`config.mk`:
```
export PLATFORM = sky130hd
export DESIGN_NAME = tdm_demux14
export DESIGN_NICKNAME = d
export VERILOG_FILES = /design/src/rtl/tdm_demux14.sv
export SDC_FILE = /design/constraint.sdc
export NUM_CORES = 1
export LEC_CHECK = 0
export CORE_MARGIN = 1
export CORE_UTILIZATION = 40
export DETAILED_ROUTE_END_ITERATION = 8
export GPL_TIMING_DRIVEN = 0
export HOLD_SLACK_MARGIN = 0.05
export PLACE_DENSITY = 0.77
export REMOVE_ABC_BUFFERS = 1
export SKIP_CTS_REPAIR_TIMING = 1
export SYNTH_ARGS = -nofsm -noshare
export SYNTH_HDL_FRONTEND = slang
export SYNTH_SLANG_ARGS = --single-unit
```
`constraint.sdc`:
```
create_clock -name clk -period 1.55 [get_ports clk]
set_input_delay 0.2325 -clock clk [delete_from_list [all_inputs] [get_ports clk]]
set_output_delay 0.2325 -clock clk [all_outputs]
set_load 0.02 [all_outputs]
```
`src/rtl/tdm_demux14.sv`:
```
// tdm_demux14: receive side of a 4-slot TDM link. Serialized samples are
// steered into per-slot staging, and the four channels are published to y
// together only when a complete, correctly framed set of beats has arrived.
// A sync marker out of place drops lock or restarts the frame.
module tdm_demux14 #(
    parameter int W = 4
) (
    input  logic           clk,
    input  logic           rst_n,
    input  logic [W-1:0]   din,
    input  logic           din_valid,
    input  logic           sync,
    output logic [4*W-1:0] y,
    output logic           frame_done,
    output logic           locked,
    output logic           sync_err
);

    typedef enum logic {HUNT = 1'b0, LOCKED = 1'b1} state_t;

    state_t              state;
    logic [1:0]          slot;   // next expected slot while LOCKED
    logic [2:0][W-1:0]   stg;    // staging for slots 0..2; slot 3 comes straight from din

    // locked mirrors the state flop directly, so it is itself registered
    assign locked = (state == LOCKED);

    // Frame FSM: slot tracking, staging writes and registered pulse outputs
    always_ff @(posedge clk or negedge rst_n) begin
        if (!rst_n) begin
            state      <= HUNT;
            slot       <= 2'd0;
            stg        <= '0;
            y          <= '0;
            frame_done <= 1'b0;
            sync_err   <= 1'b0;
        end else begin
            // pulses default low; at most one of them is set below
            frame_done <= 1'b0;
            sync_err   <= 1'b0;
            if (din_valid) begin
                case (state)
                    HUNT: begin
                        // non-sync beats are dropped silently until a frame start shows up
                        if (sync) begin
                            stg[0] <= din;
                            slot   <= 2'd1;
                            state  <= LOCKED;
                        end
                    end
                    LOCKED: begin
                        if (slot == 2'd0) begin
                            if (sync) begin
                                stg[0] <= din;
                                slot   <= 2'd1;
                            end else begin
                                // expected a frame start and got data: lock is lost
                                sync_err <= 1'b1;
                                slot     <= 2'd0;
                                state    <= HUNT;
                            end
                        end else if (sync) begin
                            // premature sync: abandon the partial frame, restart on this beat
                            sync_err <= 1'b1;
                            stg[0]   <= din;
                            slot     <= 2'd1;
                        end else if (slot == 2'd3) begin
                            y          <= {din, stg[2], stg[1], stg[0]};
                            frame_done <= 1'b1;
                            slot       <= 2'd0;
                        end else begin
                            if (slot == 2'd1) stg[1] <= din;
                            else              stg[2] <= din;
                            slot <= slot + 2'd1;
                        end
                    end
                    default: begin
                        state <= HUNT;
                        slot  <= 2'd0;
                    end
                endcase
            end
        end
    end

endmodule

```
# Word-level counts from Yosys, hierarchy flattened
# Index checks and enable logic that the tools add are counted.
# Widths: inputs -> output; s select.
[word_totals] register_bits=33 output_inout_bits=19 wordCells=42
[classes] n_addsub=1 eq_ne=3 mux=19 n_bitwise=5 reduce_logical=6
[ops] operator="$mux 1" n=12
[ops] operator="$reduce_and 6->1" n=2
[ops] operator="$mux 2" n=4
[ops] operator="$not 1->1" n=5
[ops] operator="$reduce_and 5->1" n=1
[ops] operator="$mux 4" n=1
[ops] operator="$pmux 2 s2" n=1
[ops] operator="$reduce_and 2->1" n=2
[ops] operator="$add 2x1->2 const B" n=1
[ops] operator="$eq 2x1->1 const B" n=1
[ops] operator="$eq 2x2->1 const B" n=1
[ops] operator="$logic_not 2->1" n=1
[ops] operator="$ne 2x2->1 const B" n=1
[ops] operator="$pmux 1 s2" n=1

# Depth between registers and ports, before layout
[depth] depth_word=6 ltp_mapped=6 mapped_depth_nobuf=6

# Worst setup path before layout
# Ideal clock, no wire load.
[synth_path] kind="flip-flop to flip-flop" start="register slot[0]" end="register y[0]" setup_time_ns=0.125 arrival_time_ns=1.525 required_time_ns=1.425 path_slack_ns=-0.100 stages_incl_launch_ff=7 n_path_buf=1 synth_period_minus_slack_ns=1.650 cell_sequence="dfrtp_1 inv_1 ha_1 and4bb_4 nand2_4 buf_12 mux2_4"
[synth_via] elab_chain_len=3
[synth_rtl] element="start, declared" line="22" rtl="logic [1:0] slot;"
[synth_rtl] element="start signal, assigned" line="74" rtl="slot <= slot + 2'd1;"
[synth_rtl] element="$logic_not 2->1" line="52" rtl="if (slot == 2'd0) begin"
[synth_rtl] element="$not 1->1 (no source line)"
[synth_rtl] element="$reduce_and 5->1 (no source line) (*)"
[synth_rtl] element="end signal, assigned" line="68" rtl="y <= {din, stg[2], stg[1], stg[0]};"
[synth_rtl] element="end, declared" line="13" rtl="output logic [4*W-1:0] y,"
# Mark *: on every way between the ends. The rest lies on a longest branch, timed or not.
# A chain may end at the register's enable or synchronous reset.

# Worst setup path in the final report
[layout_path] start="register slot[0]" end="register slot[0]"
[layout_via] elab_chain_len=5
[layout_rtl] element="$add 2x1->2 or $eq 2x2->1 (tied branches)" line="74, 67"
[layout_rtl] element="$mux 2" line="67" rtl="end else if (slot == 2'd3) begin"
[layout_rtl] element="$mux 2" line="62" rtl="end else if (sync) begin"
[layout_rtl] element="$mux 2 (*)" line="52"
[layout_rtl] element="$pmux 2 s2 (*)" line="42" rtl="case (state)"
# Marks and branches as above.

==> flow_summary.toml <==
[final_layout]
fillCellCount = 296
nets = 140
final_cell_mix = "32 x dfrtp_1, 19 x mux2_2, 17 x dlymetal6s2s_1, 9 x mux2_4, 8 x clkdlybuf4s50_1"
seq_area_um2 = 827.0
fin_util_pct = 55.80
drive_above_1_share_pct = 39.37
n_antenna_cell = 0
layout_commonest_cell = "dfrtp_1"
syn_to_final_growth_pct = 32.63
multi_input_area_um2 = 591.8

[synth]
synthCells = 92
synthAdderAreaFrac_pct = 5.305
netlist_area_um2 = 1415
ys_seq_area_share_pct = 58.36
synthMuxAreaShare_pct = 24.67
syn_avg_cell_area_um2 = 15.38
synth_top_family_by_area = "multiplexers"
ys_ff_latch = 33
synth_xor_area_share_pct = 0
yosys.cell_types.count = 20
synth-simple-area-share_pct = 5.924
yosys_warnings = 0
synth-compound-area-share_pct = 2.918

[pwr]
power_per_cell_area_nw_per_um2 = 1842
share_comb_of_total_power_pct = 43.0
p_switching_mw = 1.184
clockPowerShare_pct = 15.8
swShare_pct = 34.25
ir_worst_vdd_v = 0.0007973
power.total_mw = 3.456
seq_power_share_pct = 41.2
p_leak_nw = 1.108
cell_internal_pwr_mw = 2.272

[placement]
gp_congestion = 0.8070
port_buffers = 26
place_ws_ns = -0.3672
hpwl_um = 1647

[setup_path]
critPathMaxFanout = 5
setup.worst_path.class = "flip-flop to flip-flop"
critical-path-slowest-cell = "or3b_2"
critical_path.max_stage_delay_ns = 0.46
required_ns = 1.78
cp_top_family = "simple AND/OR/NAND/NOR gates"
critPathBufInv = 1
crit_chain = "inv_2 -> ha_1 -> ha_1 -> or3b_2 -> a21oi_2 -> a21oi_1"
start_kind = "flip-flop"
crit_path_end_kind = "flip-flop"
arrival_ns = 1.91
cpMostUsedCell = "ha_1"

[clocking]
root_buffer = "clkbuf_4"
cts_sinks = 33
clk_latency_ns = 0.34
clk_pin_slew_ns = 0.10
numCtsBuffers = 5
cts_buffer_depth = 2
htreeDepth = 2
cts_tree = "done"

[timing]
fin_ws_ns = -0.1270
drv_slew = 0
final-hold-violation-count = 0
layout_min_cycle_time_ns = 1.677
finalSetupViolations = 23
rsz0062_at_grt = "true"
holdWs_ns = 0.4775
fin_skew_ns = 0.006706
worstMarginPinSlew_ns = 0.7164
fin_crit_sh_pct = 108.2
fmax_mhz = 596.3
slew_headroom_pct = 52.24

[detailed_routing]
dr.pass1.iters = 4
wl_met1_um = 1127
dr_wl_met2_um = 1265
final_antenna_net_count = 0
wl_met3_um = 133
wl_per_cell_um = 14.95
first_iter_violations = 18
drc = 0
top_layer = "met4"
avgViaCountPerCell = 4.965
via_count = 859
wirelength_um = 2587

[die]
row_count = 21
fp.dieH_um = 61.48
design.core.area_um2 = 3363
ios = 27
dieWidth_um = 61.48
dieArea_um2 = 3780
start_util_pct = 42.08

[run]
drv_cap = 0

[global_route]
gr-total-overflow = 0
grtUsageTotal_pct = 14.47
grt_antenna_before_repair = 0
grt_max_degree = 34
grt_pass1_vias = 848
grt_pass1_wl_um = 3719

[outcome]
violations = "setup timing"
status = "finished with violations"

[worst_hold_path]
hp-class = "input pin to asynchronous set/reset pin"
## final cells by class
cell class | instances | area share, %
timing repair buffer | 28 | 16.80
tap | 46 | 3.067
sequential | 33 | 44.07
clock buffer | 7 | 3.467
clock inverter | 1 | 0.2667
multi-input combinational | 54 | 31.53
inverter | 4 | 0.8000
## Yosys cell counts, drive strengths merged
cell	instances	area, um^2
buf	1	20.02
or3b	1	8.760
a31oi	1	6.260
a21oi	3	15.01
o2bb2ai	1	8.760
ha	6	75.07
mux2	28	349.1
nand2b	1	6.260
inv	4	15.01
and4bb	1	16.27
o22ai	1	6.260
clkbuf	1	5.000
o21ai	1	5.000
nand4b	1	8.760
nor3	1	10.01
nor2	2	7.510
nand2	5	26.27
dfrtp	33	825.8
## state kept, by name (all words and copies together), names as in the netlist
name and flops:
frame_done 1, y 16, sync_err 1, slot 2
stg 12, locked 1
## power by group through the flow
stage	clock network, mW	registers (mW)	logic, mW
2_1_floorplan	0	1.66	0.593
3_3_place_gp	0	1.43	1.38
3_5_place_dp	0	1.45	1.42
4_1_cts	0.562	1.43	1.43
5_1_grt	0.594	1.47	1.59
6_report	0.547	1.42	1.49
## worst reg2reg max path, stage by stage (launching register included)
cell     delay (ns)
dfrtp_2        0.43
inv_2          0.05
ha_1           0.21
ha_1           0.19
or3b_2         0.46
a21oi_2        0.16
a21oi_1        0.06
## logic make-up after synthesis
family                     count (synthesis)
buffers and inverters                      6
muxes                                     28
DFF                                       33
adders and majority gates                  6
AOI/OAI and AO/OA                          7
and+or+nand+nor                           12
## path summary, 6_finish.rpt
kind	startpoint	to	slack, ns	cells after the start
min in group clk	y[15]	y[15]	0.51	1
hold reg to reg	y[15]	y[15]	0.51	1
max in group asynchronous	rst_n	slot[0]	0.58	2
setup / recovery	slot[0]	slot[0]	-0.13	6
setup reg to reg	slot[0]	slot[0]	-0.13	6
hold / removal	rst_n	y[2]	0.48	2
## routing by layer
layer,up-vias,GRT usage [%]
li1,395,-
met1,434,15.92
met2,25,24.58
met3,5,4.412
met4,0,8.571
met5,-,0
## through the flow
stage | area [um^2] | instances | TNS (ns)
after floorplan | 1390 | 90 | -0.4747
after global placement | 1708 | 162 | -15.85
after detailed placement | 1708 | 162 | -18.19
after CTS | 1778 | 170 | -4.725
after global routing | 1877 | 173 | -2.527
final | 1877 | 173 | -1.456
No activity file was read; power rests on OpenSTA's default activity.
